**config.mk**
```make
export PLATFORM = sky130hd
export DESIGN_NAME = seg_display_ctrl_flat
export DESIGN_NICKNAME = d
export VERILOG_FILES = /design/src/rtl/seg_display_ctrl_pkg.sv /design/src/rtl/seg_display_ctrl_if.sv /design/src/rtl/seg_display_ctrl_scan_mux.sv /design/src/rtl/seg_display_ctrl.sv /design/src/flat_wrapper.sv
export SDC_FILE = /design/constraint.sdc
export NUM_CORES = 1
export LEC_CHECK = 0
export CORE_UTILIZATION = 55
export DETAILED_ROUTE_END_ITERATION = 8
export HOLD_SLACK_MARGIN = 0.06
export PLACE_DENSITY_LB_ADDON = 0.25
export SYNTH_ARGS = -nofsm -noshare
export SYNTH_HDL_FRONTEND = slang
export SYNTH_SLANG_ARGS = --single-unit
```
**constraint.sdc**
```tcl
create_clock -name clk -period 8.6 [get_ports clk]
set_clock_uncertainty 0.1 [all_clocks]
set_input_delay 1.72 -clock clk [delete_from_list [all_inputs] [get_ports clk]]
set_output_delay 1.72 -clock clk [all_outputs]
set_load 0.03 [all_outputs]
```
**src/rtl/seg_display_ctrl_pkg.sv**
```systemverilog
// Shared player-state codes and 7-segment glyphs (active-low, bit 7 = dp).
// Also provides the digit-to-glyph lookup used by the frame builder.
package seg_display_ctrl_pkg;

  localparam logic [1:0] spause = 2'b00;
  localparam logic [1:0] splay  = 2'b01;
  localparam logic [1:0] sstop  = 2'b10;

  localparam logic [7:0] seg_null = 8'hFF;
  localparam logic [7:0] a0 = 8'hC0;
  localparam logic [7:0] a1 = 8'hF9;
  localparam logic [7:0] a2 = 8'hA4;
  localparam logic [7:0] a3 = 8'hB0;
  localparam logic [7:0] a4 = 8'h99;
  localparam logic [7:0] a5 = 8'h92;
  localparam logic [7:0] a6 = 8'h82;
  localparam logic [7:0] a7 = 8'hF8;
  localparam logic [7:0] a8 = 8'h80;
  localparam logic [7:0] a9 = 8'h90;

  localparam logic [7:0] ch_p = 8'h8C;
  localparam logic [7:0] ch_a = 8'h88;
  localparam logic [7:0] ch_u = 8'hC1;
  localparam logic [7:0] ch_s = 8'h92;
  localparam logic [7:0] ch_e = 8'h86;
  localparam logic [7:0] ch_o = 8'hA3;
  localparam logic [7:0] ch_n = 8'hAB;
  localparam logic [7:0] ch_g = 8'hC2;
  localparam logic [7:0] ch_l = 8'hC7;
  localparam logic [7:0] ch_m = 8'hC8;
  localparam logic [7:0] ch_h = 8'h89;

  function automatic logic [7:0] digit_glyph(input logic [3:0] d);
    case (d)
      4'd0:    digit_glyph = a0;
      4'd1:    digit_glyph = a1;
      4'd2:    digit_glyph = a2;
      4'd3:    digit_glyph = a3;
      4'd4:    digit_glyph = a4;
      4'd5:    digit_glyph = a5;
      4'd6:    digit_glyph = a6;
      4'd7:    digit_glyph = a7;
      4'd8:    digit_glyph = a8;
      4'd9:    digit_glyph = a9;
      default: digit_glyph = seg_null;
    endcase
  endfunction

endpackage

```
**src/rtl/seg_display_ctrl_if.sv**
```systemverilog
// Player-side inputs and panel-side outputs of the 7-seg text controller.
// master = player FSM / test driver, slave = the display controller.
interface seg_display_ctrl_if #(
  parameter int NDIG  = 8,
  parameter int SEL_W = 2
);
  logic [1:0]        states;
  logic [SEL_W-1:0]  song_sel;
  logic [4:0]        music;
  logic [NDIG-1:0]   an;
  logic [7:0]        seg;
  logic [8*NDIG-1:0] frame;

  modport master (output states, song_sel, music, input an, seg, frame);
  modport slave  (input states, song_sel, music, output an, seg, frame);
endinterface

```
**src/rtl/seg_display_ctrl_scan_mux.sv**
```systemverilog
// Digit scanner: one slot per SCAN_DIV cycles, an/seg registered one cycle behind frame/idx.
// Anodes stay dark until the first slot boundary after reset, then idx 0 lights first.
module seg_scan_mux
  import seg_display_ctrl_pkg::*;
#(
  parameter int NDIG     = 8,
  parameter int SCAN_DIV = 100000
) (
  input  logic              clk,
  input  logic              rst,
  input  logic [8*NDIG-1:0] frame_i,
  output logic [NDIG-1:0]   an_o,
  output logic [7:0]        seg_o
);
  localparam int DW = $clog2(SCAN_DIV);
  localparam int IW = $clog2(NDIG);

  logic [DW-1:0]   div_q, div_d;
  logic [IW-1:0]   idx_q, idx_d;
  logic            run_q, run_d;
  logic [NDIG-1:0] an_q, an_d;
  logic [7:0]      seg_q, seg_d;
  logic            term;

  always_comb begin
    term  = (div_q == DW'(SCAN_DIV - 1));
    div_d = term ? '0 : div_q + 1'b1;
    run_d = run_q | term;
    idx_d = idx_q;
    // the very first terminal count only arms the scan so idx 0 gets a full slot
    if (term && run_q) idx_d = (idx_q == IW'(NDIG - 1)) ? '0 : idx_q + 1'b1;
    an_d  = '1;
    seg_d = seg_null;
    if (run_q) begin
      for (int i = 0; i < NDIG; i++) begin
        if (idx_q == IW'(i)) begin
          an_d[i] = 1'b0;
          seg_d   = frame_i[8*i +: 8];
        end
      end
    end
  end

  always_ff @(posedge clk) begin
    if (rst) begin
      div_q <= '0;
      idx_q <= '0;
      run_q <= 1'b0;
      an_q  <= '1;
      seg_q <= seg_null;
    end else begin
      div_q <= div_d;
      idx_q <= idx_d;
      run_q <= run_d;
      an_q  <= an_d;
      seg_q <= seg_d;
    end
  end

  assign an_o  = an_q;
  assign seg_o = seg_q;
endmodule

```
**src/rtl/seg_display_ctrl.sv**
```systemverilog
// Builds the panel text frame from player state (pause blink, note + count, scrolling title).
// Frame is registered one cycle after inputs; an/seg follow one cycle later via seg_scan_mux.
module seg_display_ctrl
  import seg_display_ctrl_pkg::*;
#(
  parameter int NDIG       = 8,
  parameter int SEL_W      = 2,
  parameter int NUM_SONGS  = 3,
  parameter int SCAN_DIV   = 100000,
  parameter int BLINK_DIV  = 50000000,
  parameter int SCROLL_EN  = 1,
  parameter int SCROLL_DIV = 25000000
) (
  input logic             clk,
  input logic             rst,
  seg_display_ctrl_if.slave bus
);
  localparam int OFF_W = (NDIG > 1) ? $clog2(NDIG) : 1;
  localparam int BW    = $clog2(BLINK_DIV);
  localparam int SW    = $clog2(SCROLL_DIV);

  logic [1:0]        state_q;
  logic [SEL_W-1:0]  sel_q;
  logic [4:0]        music_q;
  logic [3:0]        cnt_lo_q, cnt_lo_d, cnt_hi_q, cnt_hi_d;
  logic [BW-1:0]     blink_div_q, blink_div_d;
  logic              blink_on_q, blink_on_d;
  logic [SW-1:0]     scr_div_q, scr_div_d;
  logic [OFF_W-1:0]  off_q, off_d;
  logic [8*NDIG-1:0] frame_q, frame_d;
  logic [7:0]        txt [8];
  logic              enter, note_ok;
  int                j;

  // counters: note count (BCD), pause blink, stop-mode scroll
  always_comb begin
    enter       = (bus.states != state_q);
    note_ok     = (bus.music >= 5'd1) && (bus.music <= 5'd21);
    cnt_lo_d    = cnt_lo_q;
    cnt_hi_d    = cnt_hi_q;
    blink_div_d = blink_div_q;
    blink_on_d  = blink_on_q;
    scr_div_d   = scr_div_q;
    off_d       = off_q;
    if (bus.states == sstop && enter) begin
      cnt_lo_d = 4'd0;
      cnt_hi_d = 4'd0;
    end else if (bus.states == splay && bus.music != music_q && note_ok) begin
      if (cnt_lo_q == 4'd9) begin
        cnt_lo_d = 4'd0;
        cnt_hi_d = (cnt_hi_q == 4'd9) ? 4'd0 : cnt_hi_q + 4'd1;
      end else begin
        cnt_lo_d = cnt_lo_q + 4'd1;
      end
    end
    if (bus.states == spause) begin
      if (enter) begin
        blink_div_d = '0;
        blink_on_d  = 1'b1;
      end else if (blink_div_q == BW'(BLINK_DIV - 1)) begin
        blink_div_d = '0;
        blink_on_d  = ~blink_on_q;
      end else begin
        blink_div_d = blink_div_q + 1'b1;
      end
    end
    if (bus.states == sstop) begin
      if (enter || bus.song_sel != sel_q) begin
        scr_div_d = '0;
        off_d     = '0;
      end else if (scr_div_q == SW'(SCROLL_DIV - 1)) begin
        scr_div_d = '0;
        off_d     = (off_q == OFF_W'(NDIG - 1)) ? '0 : off_q + 1'b1;
      end else begin
        scr_div_d = scr_div_q + 1'b1;
      end
    end
  end

  // frame text, built on the post-update counter values so the frame never lags them
  always_comb begin
    for (int i = 0; i < 8; i++) txt[i] = seg_null;
    case (bus.states)
      spause: begin
        if (blink_on_d) begin
          txt[5] = ch_p; txt[4] = ch_a; txt[3] = ch_u; txt[2] = ch_s; txt[1] = ch_e;
        end
      end
      splay: begin
        txt[3] = digit_glyph(cnt_hi_d);
        txt[2] = digit_glyph(cnt_lo_d);
        if (bus.music == 5'd0)       txt[0] = a0;
        else if (note_ok)            txt[0] = digit_glyph(4'((bus.music - 5'd1) % 5'd7) + 4'd1);
        if (note_ok && bus.music <= 5'd7)       txt[1] = ch_l;
        else if (note_ok && bus.music <= 5'd14) txt[1] = ch_m;
        else if (note_ok)                       txt[1] = ch_h;
      end
      sstop: begin
        if (int'(bus.song_sel) < NUM_SONGS) begin
          txt[5] = ch_s; txt[4] = ch_o; txt[3] = ch_n; txt[2] = ch_g;
          txt[1] = digit_glyph(4'(bus.song_sel) + 4'd1);
        end
      end
      default: ;
    endcase
    j       = 0;
    frame_d = '0;
    for (int i = 0; i < NDIG; i++) begin
      j = i;
      if (SCROLL_EN != 0 && bus.states == sstop) begin
        j = i - int'(off_d);
        if (j < 0) j = j + NDIG;
      end
      frame_d[8*i +: 8] = txt[3'(j)];
    end
  end

  always_ff @(posedge clk) begin
    if (rst) begin
      state_q     <= 2'b11;
      sel_q       <= '0;
      music_q     <= '0;
      cnt_lo_q    <= '0;
      cnt_hi_q    <= '0;
      blink_div_q <= '0;
      blink_on_q  <= 1'b1;
      scr_div_q   <= '0;
      off_q       <= '0;
      frame_q     <= {NDIG{seg_null}};
    end else begin
      state_q     <= bus.states;
      sel_q       <= bus.song_sel;
      music_q     <= bus.music;
      cnt_lo_q    <= cnt_lo_d;
      cnt_hi_q    <= cnt_hi_d;
      blink_div_q <= blink_div_d;
      blink_on_q  <= blink_on_d;
      scr_div_q   <= scr_div_d;
      off_q       <= off_d;
      frame_q     <= frame_d;
    end
  end

  assign bus.frame = frame_q;

  seg_scan_mux #(.NDIG(NDIG), .SCAN_DIV(SCAN_DIV)) u_scan (
    .clk     (clk),
    .rst     (rst),
    .frame_i (frame_q),
    .an_o    (bus.an),
    .seg_o   (bus.seg)
  );
endmodule

```
**src/flat_wrapper.sv**
```systemverilog
// flat-port wrapper written by rule: the top's interface ports become plain ports
module seg_display_ctrl_flat import seg_display_ctrl_pkg::*;
#(
  parameter int NDIG       = 8,
  parameter int SEL_W      = 2,
  parameter int NUM_SONGS  = 3,
  parameter int SCAN_DIV   = 100000,
  parameter int BLINK_DIV  = 50000000,
  parameter int SCROLL_EN  = 1,
  parameter int SCROLL_DIV = 25000000
)
  (clk, rst, bus_states, bus_song_sel, bus_music, bus_an, bus_seg, bus_frame);
  seg_display_ctrl_if #(.NDIG(NDIG), .SEL_W(SEL_W)) bus_i ();
  input logic clk;
  input logic rst;
  input wire logic [$bits(bus_i.states)-1:0] bus_states;
  input wire logic [$bits(bus_i.song_sel)-1:0] bus_song_sel;
  input wire logic [$bits(bus_i.music)-1:0] bus_music;
  output wire logic [$bits(bus_i.an)-1:0] bus_an;
  output wire logic [$bits(bus_i.seg)-1:0] bus_seg;
  output wire logic [$bits(bus_i.frame)-1:0] bus_frame;
  assign bus_i.states = bus_states;
  assign bus_i.song_sel = bus_song_sel;
  assign bus_i.music = bus_music;
  assign bus_an = bus_i.an;
  assign bus_seg = bus_i.seg;
  assign bus_frame = bus_i.frame;
  seg_display_ctrl #(.NDIG(NDIG), .SEL_W(SEL_W), .NUM_SONGS(NUM_SONGS), .SCAN_DIV(SCAN_DIV), .BLINK_DIV(BLINK_DIV), .SCROLL_EN(SCROLL_EN), .SCROLL_DIV(SCROLL_DIV)) u_core (.clk(clk), .rst(rst), .bus(bus_i));
endmodule
```
==> results.json, run 1 <==
{
  "vias_per_cell": 6.05,
  "die_area_mm2": 0.0177,
  "worstSetupPathType": "primary input to flip-flop",
  "setup_viol_count_final": 0,
  "r2r_slack_ps": 4220,
  "worst_setup_path_end_kind": "flip-flop",
  "cp-start-kind": "primary input",
  "drt_iter0_markers": 792,
  "cts_setup_buffers": 0,
  "vias": 9069,
  "post-place-ws_ps": 705,
  "netlist_instances": 1214,
  "syn_area_mm2": 0.00947,
  "cts_sinks": 164,
  "hold_violations": 0,
  "finalSetupTns_ps": 0,
  "final_util_pct": 65.5,
  "first_pass_iters": 5,
  "synth_seq_cells": 164,
  "netlist.area_leader.share_pct": 34.7,
  "track_usage_pct": 29.4,
  "wl_per_cell_um": 17.0,
  "rows": 47,
  "fin_crit_sh_pct": 86.8,
  "yosysMostFrequentCell": "dfxtp_1",
  "synth_area_leaders": "dfxtp_1, nand2_1, nor2_1",
  "ys_warn_count": 0,
  "synth.distinct_cells": 93,
  "cts_buffer_depth": 2,
  "layout-drive-gt1-share_pct": 6.49,
  "grt_max_degree": 56,
  "vdd_drop_max_mv": 0.134,
  "fp.dieH_um": 133,
  "grt_remaining_overflow": 0,
  "drc": 0,
  "powerDensity_mw_per_mm2": 174,
  "maxCapViolCount": 0,
  "hpwl_um": 18600,
  "fp.dieW_um": 133,
  "clockRootBuffer": "clkbuf_16",
  "slew_violations": 0,
  "port_buffers": 81,
  "synth_edf_count": 0,
  "cts-htree-levels": 4,
  "ctsResizeCount": 0,
  "clk_latency_ps": 440,
  "synth_area_leader_cell": "dfxtp_1",
  "grt_pass1_wl_um": 42100,
  "antenna_found_initial": 0,
  "maxSlewHeadroom_pct": 30.6,
  "fmax_ghz": 0.134,
  "dp_cells": 1466,
  "drt_wl_total_um": 25500,
  "async_reset_ff_share_pct": 0,
  "first_global_vias": 8493,
  "gp_congestion": 0.972,
  "postRouteAntennaNets": 0,
  "fin_crit_ps": 7460,
  "core_mm2": 0.0167,
  "status": "complete, no violations",
  "netlist_top_cells_count": "dfxtp_1, nand2_1, nor2_1",
  "boundaryPins": 91,
  "cts.clk_slew.worst_paths_ps": 70,
  "synth-main-ff-cell": "dfxtp_1",
  "synth_seq_area_share_pct": 34.7,
  "p_leak_nw": 4.11,
  "rsz0062_at_grt": "false",
  "final_cells": 1498,
  "worst_hold_path_type": "flip-flop to flip-flop",
  "cts_buffers": 17,
  "cts_tree": "built",
  "cp.required_ps": 8800,
  "worstPathMaxFanout": 13,
  "finish.instance_area_mm2": 0.0109,
  "tightest_slew_ps": 1030,
  "cp_data_arrival_time_ps": 7670,
  "finalNetCount": 1317,
  "initial_utilization_pct": 56.7,
  "area_growth_pct": 15.6,
  "place_area_mm2": 0.0103,
  "cts_hold_buf": 0,
  "syn_avg_cell_area_um2": 7.80,
  "setup_ws_ps": 1140,
  "antenna_cells": 0
}
-- layout make-up --
class                           instances  area [um2]
Tap cell                              220         275
Clock buffer                           18         439
Timing Repair Buffer                   89         866
Fill cell                            1489        5760
Clock inverter                         14         186
Inverter                               37         139
Multi-Input combinational cell        956        5750
Sequential cell                       164        3280
-- stage by stage --
step / power [mW] / hold slack (ps)
floorplan: 1.03 / 318
global placement: 1.10 / 329
detailed placement: 1.11 / 345
CTS: 1.90 / 356
global route: 1.97 / 390
finish: 1.90 / 352
-- state kept, by name (all words and copies together), names as in the netlist --
name	cells
u_core.blink_div_q	26
u_core.bus.frame	56
u_core.u_scan.seg_o	7
u_core.off_q	3
u_core.cnt_lo_q	4
u_core.sel_q	2
u_core.state_q	2
u_core.blink_on_q	1
u_core.u_scan.run_q	1
u_core.music_q	5
u_core.cnt_hi_q	4
u_core.u_scan.div_q	17
u_core.u_scan.an_o	8
u_core.scr_div_q	25
u_core.u_scan.idx_q	3
-- power breakdown --
| part | switching [mW] | internal (mW) | leakage (nW) | total, mW |
|---|---|---|---|---|
| clock network | 0.351 | 0.451 | 0.303 | 0.802 |
| logic | 0.193 | 0.115 | 2.48 | 0.308 |
| registers | 0.0140 | 0.775 | 1.33 | 0.789 |
-- critical path, stage by stage --
cell             delay (ps)
clkdlybuf4s50_1         730
inv_1                   190
ha_1                    300
xnor2_2                 310
inv_1                    80
ha_1                    210
and2_0                  230
o211ai_2                230
nand4_1                 220
o21ai_1                 270
ha_1                    370
nor3_2                  350
nor2_1                  120
a31oi_1                 320
a21oi_1                 150
a31o_2                  270
ha_1                    280
nor3_1                  390
a211oi_2                170
or3_1                   370
o31ai_1                 260
a31oi_1                 140
-- final timing paths --
check                    startpoint                endpoint  cells after the start
max                    bus_music[1]    u_core.bus.frame[38]                     22
min          u_core.u_scan.div_q[0]  u_core.u_scan.div_q[0]                      1
max reg2reg     u_core.scr_div_q[0]    u_core.bus.frame[19]                     13
min reg2reg  u_core.u_scan.div_q[0]  u_core.u_scan.div_q[0]                      1
-- layout by cell type (no fill, tap or decap), drive strengths merged, types with 16 or more instances in the layout --
| master | Yosys | final |
|---|---|---|
| nand2 | 162 | 162 |
| xor2 | 38 | 38 |
| o21ai | 75 | 75 |
| nand3 | 44 | 44 |
| ha | 41 | 41 |
| dfxtp | 164 | 164 |
| o22ai | 27 | 27 |
| nor3 | 37 | 37 |
| a31oi | 16 | 16 |
| xnor2 | 27 | 27 |
| inv | 36 | 43 |
| or3 | 16 | 16 |
| a21oi | 73 | 73 |
| nand4 | 19 | 19 |
| clkbuf | 37 | 18 |
| clkdlybuf4s50 | 0 | 80 |
| nor2 | 156 | 156 |
-- logic make-up after synthesis --
group | count (synthesis) | share of synthesized area, %
buffers and inverters | 102 | 4.89
xor gates and xnor gates | 65 | 6.09
AOI/OAI and AO/OA | 299 | 21.1
adders and majority gates | 41 | 5.42
DFF | 164 | 34.7
muxes | 10 | 1.06
and+or+nand+nor | 532 | 26.7
other | 1 | 0.0396
-- routing by layer --
layer  wire [um]  track usage [%]  vias up
li1            -                -     4394
met1       11200             38.1     4206
met2       11700             47.6      396
met3        1820             5.86       73
met4         816             12.9        0
met5           0                0        -
No activity file was read; power rests on OpenSTA's default activity.
==> run 2, diff against run 1 <==
--- a/config.mk
+++ b/config.mk
@@ -5,6 +5,7 @@
 export SDC_FILE = /design/constraint.sdc
 export NUM_CORES = 1
 export LEC_CHECK = 0
+export CORE_MARGIN = 10
 export CORE_UTILIZATION = 55
 export DETAILED_ROUTE_END_ITERATION = 8
 export HOLD_SLACK_MARGIN = 0.06
==> run 2 against run 1 <==
  * Global-route usage down 7.4 points
  * First-iteration DRC count up 16%
  * Register-to-register slack better by 150 ps
  * Clock power down 2.9%
  * Non-clock buffer count up 2
  * Utilization down 0.23 points
  * Hold slack worse by 1.5 ps
  * Critical path type unchanged
  * Largest power group is now registers
  * Power down 1.1%
  * Sequential power about the same
==> results.json, run 2 (synthesized netlist as in run 1, its figures left out) <==
{
  "finalSetupTns_ps": 0,
  "post-place-ws_ps": 786,
  "maxCapViolCount": 0,
  "register_area_mm2": 0.00328,
  "hold_violations": 0,
  "setup_ws_ps": 1130,
  "status": "complete, no violations",
  "gp_congestion": 0.996,
  "swShare_pct": 28.9,
  "timing.rr.end": "u_core.bus.frame[19]",
  "initial_utilization_pct": 56.5,
  "tightest_slew_ps": 985,
  "grt_pass1_wl_um": 41100,
  "hpwl_um": 19200,
  "clockRootBuffer": "clkbuf_16",
  "slew_violations": 0,
  "setup_viol_count_final": 0,
  "cts.clk_slew.worst_paths_ps": 70,
  "hold_depth": 1,
  "multiInputGateArea_mm2": 0.00575,
  "first_global_vias": 7973,
  "cts_hold_buf": 0,
  "rsz0062_at_grt": "false",
  "boundaryPins": 91,
  "power_switching_uw": 543,
  "internal_power_mw": 1.33,
  "powerDensity_mw_per_mm2": 172,
  "core_mm2": 0.0168,
  "cp.required_ps": 8800,
  "worst_setup_path_end_kind": "flip-flop",
  "largest_register_ffs": 56,
  "maxSlewHeadroom_pct": 33.7,
  "cts_buffer_depth": 2,
  "min_to": "u_core.u_scan.div_q[0]",
  "cts-htree-levels": 4,
  "fin_crit_sh_pct": 86.8,
  "finalNetCount": 1319,
  "grt_remaining_overflow": 0,
  "rr_startpoint": "u_core.scr_div_q[0]",
  "finish.instance_area_mm2": 0.0109,
  "min_from": "u_core.u_scan.div_q[0]",
  "n_fill_cell": 1447,
  "cp_data_arrival_time_ps": 7670,
  "worstPathMaxFanout": 15,
  "first_pass_iters": 7,
  "place_area_mm2": 0.0103,
  "cts_tree": "built",
  "drc": 0,
  "port_buffers": 81,
  "dp_cells": 1468,
  "wl_per_cell_um": 17.1,
  "cts_buffers": 17,
  "p_leak_nw": 4.11,
  "cts_sinks": 164,
  "p_seq_share_pct": 42.0,
  "die_area_mm2": 0.0229,
  "p_comb_share_pct": 16.5,
  "drt_wl_total_um": 25700,
  "clk_latency_ps": 430,
  "ctsResizeCount": 0,
  "final_common_cell": "dfxtp_1",
  "postRouteAntennaNets": 0,
  "fp.dieH_um": 151,
  "drt_iter0_markers": 915,
  "antenna_cells": 0,
  "fp.dieW_um": 151,
  "worstSetupPathType": "primary input to flip-flop",
  "reg2regPathDepth": 13,
  "final_cells": 1499,
  "vias": 8967,
  "cts_setup_buffers": 0,
  "pwr-share-clk_pct": 41.5,
  "area_growth_pct": 15.6,
  "r2r_slack_ps": 4370,
  "antenna_found_initial": 0,
  "vdd_drop_max_mv": 0.136,
  "layout-drive-gt1-share_pct": 6.57,
  "rows": 47,
  "track_usage_pct": 22.0,
  "fmax_ghz": 0.134,
  "fin_crit_ps": 7470,
  "worst_hold_path_type": "flip-flop to flip-flop",
  "cp-start-kind": "primary input",
  "layout_common_cells": "dfxtp_1, nand2_1, nor2_1",
  "grt_max_degree": 56,
  "vias_per_cell": 5.98
}
[run 2: worst max path at each step]
stage | end | slack (ps) | startpoint
after detailed placement | u_core.bus.frame[38] | 790 | bus_music[0]
after global routing | u_core.bus.frame[6] | 680 | bus_music[0]
after global placement | u_core.bus.frame[38] | 980 | bus_music[0]
final | u_core.bus.frame[38] | 1130 | bus_music[0]
after floorplan | u_core.bus.frame[38] | 1960 | bus_music[0]
after CTS | u_core.bus.frame[38] | 1240 | bus_music[0]
[run 2: layout make-up]
type | instances | share of cell area [%]
Sequential cell | 164 | 30.0
Tap cell | 220 | 2.52
Inverter | 37 | 1.27
Clock inverter | 13 | 1.57
Timing Repair Buffer | 91 | 8.05
Clock buffer | 18 | 4.01
Multi-Input combinational cell | 956 | 52.6
[run 2: power groups by stage]
stage	Sequential [mW]	Combinational, mW	Clock, mW
5_1_grt	0.789	0.337	0.824
4_1_cts	0.788	0.306	0.792
6_report	0.789	0.310	0.779
2_1_floorplan	0.823	0.205	0
3_5_place_dp	0.805	0.304	0
3_3_place_gp	0.805	0.301	0
[run 2: worst max-delay path: stages]
cell	delay [ps]
clkdlybuf4s50_1	450
buf_4	210
inv_1	210
ha_1	340
xnor2_2	300
inv_1	80
ha_1	210
and2_0	230
o211ai_2	230
nand4_1	210
o21ai_1	270
ha_1	370
nor3_2	350
nor2_1	120
a31oi_1	320
a21oi_1	150
a31o_2	270
ha_1	290
nor3_1	390
a211oi_2	170
or3_1	370
o31ai_1	280
a31oi_1	130
[run 2: metal layers]
layer / track usage [%] / up-vias / part of all wire [%]
met3: 5.31 / 62 / 8.9
met2: 33.0 / 420 / 43
met1: 29.5 / 4092 / 45
met5: 0 / - / 0
li1: - / 4393 / -
met4: 9.14 / 0 / 3.1
[run 2: stage by stage]
| stage | hold WS, ps | total power [mW] | util [%] |
|---|---|---|---|
| after floorplan | 318 | 1.03 | - |
| after global placement | 330 | 1.11 | 61.6 |
| after detailed placement | 341 | 1.11 | 61.6 |
| after CTS | 357 | 1.89 | 65.3 |
| after global routing | 358 | 1.95 | 65.3 |
| final | 350 | 1.88 | 65.3 |
